File: config.mk
export PLATFORM = sky130hd
export DESIGN_NAME = ioctl_download_master
export DESIGN_NICKNAME = d
export VERILOG_FILES = /design/src/rtl/ioctl_download_master.sv
export SDC_FILE = /design/constraint.sdc
export NUM_CORES = 1
export LEC_CHECK = 0
export CAP_MARGIN = 20
export CORE_MARGIN = 2
export CORE_UTILIZATION = 50
export CTS_BUF_LIST = sky130_fd_sc_hd__clkbuf_16
export DETAILED_ROUTE_END_ITERATION = 12
export PLACE_DENSITY_LB_ADDON = 0.08
export SYNTH_ARGS = -nofsm -noshare
export SYNTH_HDL_FRONTEND = slang
export SYNTH_SLANG_ARGS = --single-unit
File: constraint.sdc
create_clock -name clk_sys -period 6.19 [get_ports clk_sys]
set_input_delay 0.9285 -clock clk_sys [delete_from_list [all_inputs] [get_ports clk_sys]]
set_output_delay 0.9285 -clock clk_sys [all_outputs]
set_load 0.005 [all_outputs]
File: src/rtl/ioctl_download_master.sv
// Initiator side of the ioctl download interface: turns a PS-fed byte stream into the
// ioctl_download/wr/addr/dout sequence a core expects, honouring ioctl_wait backpressure.
//
// state  | meaning
// IDLE   | no download; waiting for cmd_start
// SETUP  | download window open, counting SETUP_CYC before the first fetch
// FETCH  | s_ready high, collecting one byte (WIDE=0) or two bytes (WIDE=1)
// WRITE  | holding addr/dout; strobes ioctl_wr once ioctl_wait is low
// GAP    | WR_GAP idle cycles after a write
// TAIL   | download window held TAIL_CYC cycles after the final write
module ioctl_download_master #(
    parameter int WIDE      = 0,
    parameter int SETUP_CYC = 4,
    parameter int WR_GAP    = 1,
    parameter int TAIL_CYC  = 4,
    localparam int DW       = (WIDE != 0) ? 16 : 8
) (
    input  logic          clk_sys,
    input  logic          reset_n,
    input  logic          cmd_start,
    input  logic [15:0]   cmd_index,
    input  logic [31:0]   cmd_ext,
    input  logic          abort,
    input  logic          s_valid,
    output logic          s_ready,
    input  logic [7:0]    s_data,
    input  logic          s_last,
    output logic          ioctl_download,
    output logic [15:0]   ioctl_index,
    output logic [31:0]   ioctl_file_ext,
    output logic          ioctl_wr,
    output logic [26:0]   ioctl_addr,
    output logic [DW-1:0] ioctl_dout,
    input  logic          ioctl_wait,
    output logic          busy,
    output logic          done
);

    typedef enum logic [2:0] {
        S_IDLE,
        S_SETUP,
        S_FETCH,
        S_WRITE,
        S_GAP,
        S_TAIL
    } state_t;

    localparam logic [7:0]  SETUP_LOAD = 8'(SETUP_CYC - 1);
    localparam logic [7:0]  GAP_LOAD   = 8'(WR_GAP - 1);
    localparam logic [7:0]  TAIL_LOAD  = 8'(TAIL_CYC - 1);
    localparam logic [26:0] ADDR_STEP  = (WIDE != 0) ? 27'd2 : 27'd1;

    state_t     state;
    logic [7:0] cnt;
    logic       hi_phase;
    logic       last_q;

    always_ff @(posedge clk_sys or negedge reset_n) begin
        if (!reset_n) begin
            state          <= S_IDLE;
            cnt            <= 8'd0;
            hi_phase       <= 1'b0;
            last_q         <= 1'b0;
            s_ready        <= 1'b0;
            ioctl_download <= 1'b0;
            ioctl_index    <= 16'd0;
            ioctl_file_ext <= 32'd0;
            ioctl_wr       <= 1'b0;
            ioctl_addr     <= 27'd0;
            ioctl_dout     <= '0;
            busy           <= 1'b0;
            done           <= 1'b0;
        end else begin
            done <= 1'b0;
            if (state != S_IDLE && abort) begin
                // a strobe already on the bus this cycle still lands; nothing new follows
                state          <= S_IDLE;
                ioctl_download <= 1'b0;
                ioctl_wr       <= 1'b0;
                s_ready        <= 1'b0;
                busy           <= 1'b0;
            end else begin
                unique case (state)
                    S_IDLE: begin
                        if (cmd_start) begin
                            ioctl_index    <= cmd_index;
                            ioctl_file_ext <= cmd_ext;
                            ioctl_download <= 1'b1;
                            busy           <= 1'b1;
                            ioctl_addr     <= 27'd0;
                            cnt            <= SETUP_LOAD;
                            hi_phase       <= 1'b0;
                            last_q         <= 1'b0;
                            state          <= S_SETUP;
                        end
                    end
                    S_SETUP: begin
                        if (cnt == 8'd0) begin
                            s_ready <= 1'b1;
                            state   <= S_FETCH;
                        end else begin
                            cnt <= cnt - 8'd1;
                        end
                    end
                    S_FETCH: begin
                        if (s_valid && s_ready) begin
                            if (WIDE != 0 && hi_phase) begin
                                ioctl_dout[DW-1 -: 8] <= s_data;
                                last_q                <= s_last;
                                hi_phase              <= 1'b0;
                                s_ready               <= 1'b0;
                                state                 <= S_WRITE;
                            end else if (WIDE != 0 && !s_last) begin
                                ioctl_dout[7:0] <= s_data;
                                hi_phase        <= 1'b1;
                            end else begin
                                // odd final byte of a wide file leaves the upper lane zero
                                if (WIDE != 0) ioctl_dout[DW-1 -: 8] <= 8'h00;
                                ioctl_dout[7:0] <= s_data;
                                last_q          <= s_last;
                                s_ready         <= 1'b0;
                                state           <= S_WRITE;
                            end
                        end
                    end
                    S_WRITE: begin
                        if (ioctl_wr) begin
                            ioctl_wr   <= 1'b0;
                            ioctl_addr <= ioctl_addr + ADDR_STEP;
                            if (WR_GAP != 0) begin
                                cnt   <= GAP_LOAD;
                                state <= S_GAP;
                            end else if (last_q) begin
                                cnt   <= TAIL_LOAD;
                                state <= S_TAIL;
                            end else begin
                                s_ready <= 1'b1;
                                state   <= S_FETCH;
                            end
                        end else if (!ioctl_wait) begin
                            ioctl_wr <= 1'b1;
                        end
                    end
                    S_GAP: begin
                        if (cnt != 8'd0) begin
                            cnt <= cnt - 8'd1;
                        end else if (last_q) begin
                            cnt   <= TAIL_LOAD;
                            state <= S_TAIL;
                        end else begin
                            s_ready <= 1'b1;
                            state   <= S_FETCH;
                        end
                    end
                    S_TAIL: begin
                        if (cnt == 8'd0) begin
                            ioctl_download <= 1'b0;
                            busy           <= 1'b0;
                            done           <= 1'b1;
                            state          <= S_IDLE;
                        end else begin
                            cnt <= cnt - 8'd1;
                        end
                    end
                    default: state <= S_IDLE;
                endcase
            end
        end
    end

endmodule

# [Yosys cells after proc, flatten, opt, wreduce, memory -nomap -nowiden]
# Cells that the tools add are included.
# W data, S select, Z words.
[classes] addsub=2 eq_ne=17 n_mux=38 n_bitwise=1 reduce_logical=21
[op_table] op="$mux W27" count=2
[op_table] op="$pmux W27 S2" count=1
[op_table] op="$mux W8" count=5
[op_table] op="$pmux W8 S4" count=1
[op_table] op="$add A27 B1 Y27 const B" count=1
[op_table] op="$mux W3" count=8
[op_table] op="$ne A3 B3 Y1 const B" count=8
[op_table] op="$pmux W3 S6" count=1
[op_table] op="$mux W1" count=17
[op_table] op="$reduce_and A6 Y1" count=2
[op_table] op="$reduce_and A3 Y1" count=3
[op_table] op="$logic_not A8 Y1" count=1
[op_table] op="$ne A2 B2 Y1 const B" count=4
[op_table] op="$reduce_and A4 Y1" count=2
[op_table] op="$reduce_bool A4 Y1" count=2
[op_table] op="$reduce_bool A8 Y1" count=1
[op_table] op="$sub A8 B1 Y8 const B" count=1
[op_table] op="$eq A3 B2 Y1 const B" count=2
[op_table] op="$eq A3 B3 Y1 const B" count=2
[op_table] op="$reduce_bool A2 Y1" count=3
[op_table] op="$reduce_bool A3 Y1" count=2
[op_table] op="$reduce_and A5 Y1" count=1
[op_table] op="$pmux W1 S2" count=2
[op_table] op="$eq A3 B1 Y1 const B" count=1
[op_table] op="5 further kinds" count=6
[totals] register_bits=99 inputBits=63 out_inout_bits=88 elab_cells=90

# [Longest topological paths before layout]
# Gate-level depths: netlist (run 1).
[depth] ltp_word=4 mapped_depth=8 ltp_nobuf=6

# [Least setup slack after synthesis (run 1)]
# OpenSTA, ideal clock, no wires.
[synth_timing] path_kind="in2reg" startpoint="input cmd_start" endpoint="register ioctl_addr[15]" t_arrival_ps=2528 required_ps=6054 slack_ps=3525 stages=7 path_buffers=3 cell_sequence="or3b_1 -> buf_6 -> a2111o_1 -> buf_2 -> buf_2 -> o41ai_1 -> a21oi_1"
[synth_via] elab_chain_cells=2
[synth_rtl] element="start, declared" line="20" rtl="input logic cmd_start,"
[synth_rtl] element="$ne A2 B2 Y1 (no source line)"
[synth_rtl] element="$reduce_and A4 Y1 (no source line)"
[synth_rtl] element="end signal, assigned" line="129" rtl="ioctl_addr <= ioctl_addr + ADDR_STEP;"
[synth_rtl] element="end, declared" line="32" rtl="output logic [26:0] ioctl_addr,"
# No other way between the ends.
# A chain may end at the register's enable or synchronous reset.

# [Worst setup path in the final report (run 1)]
[layout_timing] startpoint="input abort" endpoint="register ioctl_addr[19]"
[layout_via] elab_chain_cells=3
[layout_rtl] element="start, declared" line="23" rtl="input logic abort,"
[layout_rtl] element="$logic_and A1 B1 Y1" line="75" rtl="if (state != S_IDLE && abort) begin"
[layout_rtl] element="$not A1 Y1 (no source line)"
[layout_rtl] element="$reduce_and A4 Y1 (no source line)"
# No other way between the ends.

==> results of run 1 <==
## cells in the mapped netlist (3+ instances only)
master	count	share of area [%]
or4_1	6	0.96
a21oi_1	19	2.0
dfrtp_1	99	53
nor3_1	3	0.32
and2_1	4	0.54
buf_1	3	0.24
clkbuf_1	20	1.6
a221o_1	5	1.1
o21ai_0	10	1.1
a211oi_1	5	0.80
xnor2_1	8	1.5
nor2b_1	3	0.40
nand3_1	13	1.4
nand2_1	165	13
a211o_1	3	0.56
nor2_1	21	1.7
or3_1	5	0.67
and3_1	4	0.54
or4b_1	4	0.86
nor4b_1	4	0.75
o31ai_1	6	0.96
nor4_1	6	0.80
o41ai_1	3	0.56
nand2b_1	9	1.2
nand4_1	5	0.67
mux2i_1	7	1.5
mux2_2	11	2.7
a2111oi_0	3	0.56
inv_1	8	0.64
## flip-flops by register name, summed over array words and instances (netlist names)
name,flops
ioctl_file_ext,32
cnt,8
done,1
s_ready,1
ioctl_wr,1
ioctl_addr,27
state,3
last_q,1
ioctl_index,16
ioctl_dout,8
busy,1
## cell type report
cell class                      count  area, sq um
Fill cell                         716         2660
Sequential cell                    99         2480
Multi-Input combinational cell    364         2050
Timing Repair Buffer              154         1530
Clock buffer                        9          225
Tap cell                          111          139
Clock inverter                      7         42.5
Inverter                            8         30.0
## critical path, cell delays in order
cell,delay (ns)
clkdlybuf4s50_1,0.65
nand4b_1,0.55
a2111o_1,0.75
or4b_1,0.58
a21oi_1,0.15
## per-stage QoR
| stage | instance area [sq um] | hold WS [ns] | setup WS [ns] |
|---|---|---|---|
| after floorplan | 4670 | 0.470 | 3.53 |
| after global placement | 6220 | 0.456 | 2.59 |
| after detailed placement | 6220 | 0.462 | 2.47 |
| after CTS | 6490 | 0.479 | 2.84 |
| after global routing | 6490 | 0.501 | 2.62 |
| final | 6490 | 0.475 | 2.85 |
## layer usage
layer	GRT usage (%)	part of all wire [%]	vias to the layer above
met3	11.1	10	13
met4	7.06	1.4	0
li1	-	-	1996
met2	35.4	46	134
met5	0	0	-
met1	30.7	42	1913
## power by group through the flow
stage          sequential, W  clock [W]  combinational, W
3_5_place_dp        0.000977          0          0.000874
6_report            0.000968   0.000511          0.000868
5_1_grt             0.000997   0.000553          0.000963
4_1_cts             0.000967   0.000525          0.000882
2_1_floorplan       0.000961          0          0.000408
3_3_place_gp        0.000968          0          0.000854
## cells by family after synthesis
| kind of cell | count (synthesis) |
|---|---|
| AND/OR/NAND/NOR | 268 |
| flip-flops | 99 |
| AO/OA/AOI/OAI | 68 |
| buffers and inverters | 36 |
| multiplexers | 18 |
| XOR/XNOR | 8 |
| adder cells (fa/ha/maj) | 2 |
## worst min path at each step
| stage | startpoint | to | slack, ns | cells past startpoint |
|---|---|---|---|---|
| floorplan | ioctl_file_ext[0] | ioctl_file_ext[0] | 0.47 | 2 |
| global placement | ioctl_index[4] | ioctl_index[4] | 0.46 | 2 |
| detailed placement | ioctl_file_ext[19] | ioctl_file_ext[19] | 0.46 | 2 |
| CTS | ioctl_file_ext[7] | ioctl_file_ext[7] | 0.48 | 2 |
| global route | ioctl_file_ext[16] | ioctl_file_ext[16] | 0.50 | 2 |
| finish | ioctl_file_ext[30] | ioctl_file_ext[30] | 0.48 | 2 |
==> metrics.txt, run 1 <==
DR DRC count 0; clk slew on worst S/H paths 0.07 ns; Fmax 0.299 GHz; main combinational cell family by area after synthesis simple AND/OR/NAND/NOR gates; Synth Net Count 564; Max VDD drop 0.292 mV; most common cell after layout, fill and taps aside nand2_1; Max Slew Vio Count 0; final critical-path share of the clock period 54.0%; Post-Synthesis Cells 499; Max-slew headroom 39.3%; Setup violations, final 0; Clock Path Buffers 2; mux cell area share after synthesis 4.15%; ANT cells 0; pwr dens 362 mW/mm^2; FF-to-FF path depth 4; RR Startpoint state[1]; H-tree levels 3; first-pass GRT wire length 19,000 microns; overall die area 0.0101 sq mm; critical path endpoint ioctl_addr[19]; Total Wirelength 11,500 microns; Clock Root Buffer clkbuf_16; worst-path maximum fanout 22; Final Wtd Congestion 0.795; Synth Area in XOR/XNOR 1.50%; syn_area_per_cell 9.37 sq um; number of synthesized flops with an enable pin 0; area delta synth->final 38.8%; reg-to-reg endpoint ioctl_addr[19]; Vias/cell 5.39; total clock sinks 99; crit path launch type primary input; outcome completed; Ys Warns 0; number of detailed-route iterations in the first pass 5; clock network power share 21.8%; Required @ worst endpoint 6.46 ns; Post-CTS Hold Fix Bufs 0; Die X 101 microns; nets 701; Synth cell types 56; most frequent cells in the layout 165 x nand2_1, 149 x clkdlybuf4s50_1, 99 x dfrtp_1; critical path startpoint abort; Pint 0.00158 W; vias in the first global route 3,870; Starting Density 51.1%; NetSw 0.000765 W; post-layout power 0.00235 W; postcts setup bufs 0; I/O pin count 151; Slew @ Worst Pin 0.906 ns; R2R setup slack 3.38 ns; ratio of cells with drive above 1 in the final layout 5.62%; clock latency on the worst-skew pair 0.34 ns; Tmin final 3.34 ns; DP Wirelength 8030 microns; Primary FF master, synth dfrtp_1; grt ovf 0; switch share 32.6%; CTS tree yes; Comb pwr share 37.0%; Synth Area in Compound Gates 10.4%; Resize count post-CTS 0; antenna violations before repair 0; Seq/Total Area, Yosys 53.0%; # port buffers 150; Static Leak 2.89 nW; Adder-Cell Fraction of Synth Area 0.535%; Hold/Removal Path Class flip-flop to flip-flop; post-DR wirelength/cell 15.3 microns; share of flip-flops with an asynchronous set or reset 100%; fin cells 752; mapped cell area 0.00467 sq mm; setup_tns 0 ns; post-synthesis simple-gate area fraction 27.1%; Iteration-0 DRC Markers 156; CTS buffer count 9; fin util 70.9%; total number of vias 4,056; Crit. End Element flip-flop; Seq pwr share 41.2%; crit path kind primary input to flip-flop; pin count of the biggest net entering global routing 60; Die Ht 101 microns; final antenna-violating net count 0; Critical Path AT 3.61 ns; max_cap viols 0; core box area 0.00915 sq mm; Rows 35; Post-Place Cells 736; RSZ-0062 raised after global routing no; GRT Resource Usage Total 23.7%; Post-Route Skew 0.00768 ns; #FFs+latches synth 99; Final Hold Vio Count 0
No activity file was read; power rests on OpenSTA's default activity.
==> run 2, diff against run 1 <==
- CORE_UTILIZATION: 50 -> 46
- clock period: 6.19 -> 3.2 ns (I/O delays scaled with it)
==> run 2 against run 1 <==
Design area rose by 1.6%. Count of clock-buffer cells in the layout did not move. Register-to-register slack got worse by 2.7 ns. Non-clock buffer count rose by 6. Critical path depth did not move. Cell count rose by 3.7%. Critical endpoint unchanged. Total power rose by 97%. Clock power rose by 110%. Combinational power rose by 98%. Die area rose by 8.3%.
==> metrics.txt, run 2 (same netlist as run 1, synthesis figures left out) <==
pin count of the biggest net entering global routing 65 (was 60); Starting Density 47.6% (was 51.1%); worst-path maximum fanout 22 (unchanged); vias in the first global route 4,189 (was 3,870); Clock Path Buffers 2 (unchanged); switch share 31.9% (was 32.6%); Die Ht 105 microns (was 101 microns); ANT cells 0 (unchanged); Seq pwr share 40.3% (was 41.2%); Vias/cell 5.25 (was 5.39); post-DR wirelength/cell 15.2 microns (was 15.3 microns); Final Hold Vio Count 0 (unchanged); grt ovf 0 (unchanged); Die X 105 microns (was 101 microns); first-pass GRT wire length 20,200 microns (was 19,000 microns); most common cell after layout, fill and taps aside nand2_1 (unchanged); Total Wirelength 11,900 microns (was 11,500 microns); clock latency on the worst-skew pair 0.34 ns (about the same); clk slew on worst S/H paths 0.07 ns (about the same); antenna violations before repair 0 (unchanged); number of detailed-route iterations in the first pass 4 (was 5); Slew @ Worst Pin 0.820 ns (was 0.906 ns); Static Leak 2.93 nW (was 2.89 nW); RSZ-0062 raised after global routing no (unchanged); nets 707 (was 701); I/O pin count 151 (unchanged); total number of vias 4,094 (was 4,056); Crit. End Element flip-flop (unchanged); max_cap viols 0 (unchanged); Pint 0.00315 W (was 0.00158 W); area delta synth->final 41.1% (was 38.8%); Setup violations, final 0 (unchanged); Tmin final 2.58 ns; clock network power share 22.6% (was 21.8%); core box area 0.00982 sq mm (was 0.00915 sq mm); Max Slew Vio Count 0 (unchanged); final antenna-violating net count 0 (unchanged); Max VDD drop 0.454 mV (was 0.292 mV); # port buffers 150 (unchanged); Max-slew headroom 45.0% (was 39.3%); CTS buffer count 9 (unchanged); largest registers ioctl_file_ext: 32 flops, ioctl_addr: 27 flops, ioctl_index: 16 flops (unchanged); Hold/Removal Path Class primary input to async pin (was flip-flop to flip-flop); postcts setup bufs 0 (unchanged); pwr dens 702 mW/mm^2 (was 362 mW/mm^2); DP Wirelength 8320 microns (was 8030 microns); overall die area 0.0110 sq mm (was 0.0101 sq mm); max FFs per register 32 (unchanged); Final Wtd Congestion 0.825 (was 0.795); H-tree levels 3 (unchanged); Critical Path AT 2.85 ns (was 3.61 ns); CTS tree yes (unchanged); crit path kind primary input to flip-flop (unchanged); GRT Resource Usage Total 22.6% (was 23.7%); largest register by flop count ioctl_file_ext (unchanged); DR DRC count 0 (unchanged); Post-Route Skew 0.00809 ns (was 0.00768 ns); ratio of cells with drive above 1 in the final layout 6.34% (was 5.62%); setup_tns 0 ns (unchanged); fin util 67.1% (was 70.9%); final critical-path share of the clock period 80.8%; crit path setup slack, layout 0.616 ns (was 2.85 ns); Clock Root Buffer clkbuf_16 (unchanged); Rows 36 (was 35); Fmax 0.387 GHz; most frequent cells in the layout 165 x nand2_1, 149 x clkdlybuf4s50_1, 99 x dfrtp_1 (unchanged); Iteration-0 DRC Markers 181 (was 156); dpl ws 0.271 ns (was 2.47 ns); Comb pwr share 37.1% (was 37.0%); NetSw 0.00148 W (was 0.000765 W); Required @ worst endpoint 3.46 ns (was 6.46 ns); Post-CTS Hold Fix Bufs 0 (unchanged); Resize count post-CTS 0 (unchanged); outcome completed (unchanged); crit path launch type primary input (unchanged); total clock sinks 99 (unchanged)
-- run 2: cell types whose count changed in the layout (fill, tap and decap cells not counted), sizes merged --
cell,previous run,this run
buf,5,11
bufinv,0,1
clkinv,4,3
clkinvlp,0,1
inv,11,10
-- run 2: cell type report --
type / count / area, sq um
Clock inverter: 7 / 61.3
Inverter: 8 / 30.0
Multi-Input combinational cell: 364 / 2050
Timing Repair Buffer: 160 / 1590
Fill cell: 841 / 3230
Sequential cell: 99 / 2480
Tap cell: 133 / 166
Clock buffer: 9 / 225
-- run 2: critical path, cell delays in order --
cell             delay [ns]
clkdlybuf4s50_1        0.54
or3b_1                 0.40
a2111o_1               0.67
or4b_1                 0.59
a21oi_1                0.17
-- run 2: metrics by stage --
stage | power (W) | instance area (sq um) | instances | hold WS, ns
after floorplan | 0.00265 | 4670 | 499 | 0.184
after detailed placement | 0.00361 | 6310 | 764 | 0.461
final | 0.00463 | 6590 | 780 | 0.244
after CTS | 0.00468 | 6590 | 780 | 0.279
after global routing | 0.00495 | 6590 | 780 | 0.306
after global placement | 0.00356 | 6310 | 764 | 0.456
-- run 2: worst paths after layout --
check / startpoint / to / slack (ns) / cells after the start
worst max register to register: state[1] / ioctl_addr[19] / 0.72 / 4
max in group asynchronous: reset_n / ioctl_index[3] / 2.29 / 2
min in group clk_sys: ioctl_index[5] / ioctl_index[5] / 0.47 / 2
worst max-delay path: cmd_start / ioctl_addr[19] / 0.62 / 5
worst min-delay path: reset_n / s_ready / 0.24 / 1
worst min register to register: ioctl_index[5] / ioctl_index[5] / 0.47 / 2
-- run 2: power groups by stage --
stage                     Combinational (W)  Sequential (W)  Clock (W)
after global routing                0.00191         0.00191    0.00113
after floorplan                    0.000790         0.00186          0
after CTS                           0.00175         0.00187    0.00107
final                               0.00172         0.00186    0.00105
after global placement              0.00170         0.00186          0
after detailed placement            0.00174         0.00188          0
-- run 2: layer usage --
layer,track usage [%],part of all wire (%),wire [microns],vias to the layer above
li1,-,-,-,2006
met1,29.0,43,5130,1959
met2,35.7,47,5570,119
met3,8.05,8.8,1040,10
met4,7.05,1.0,123,0
met5,0,0,0,-
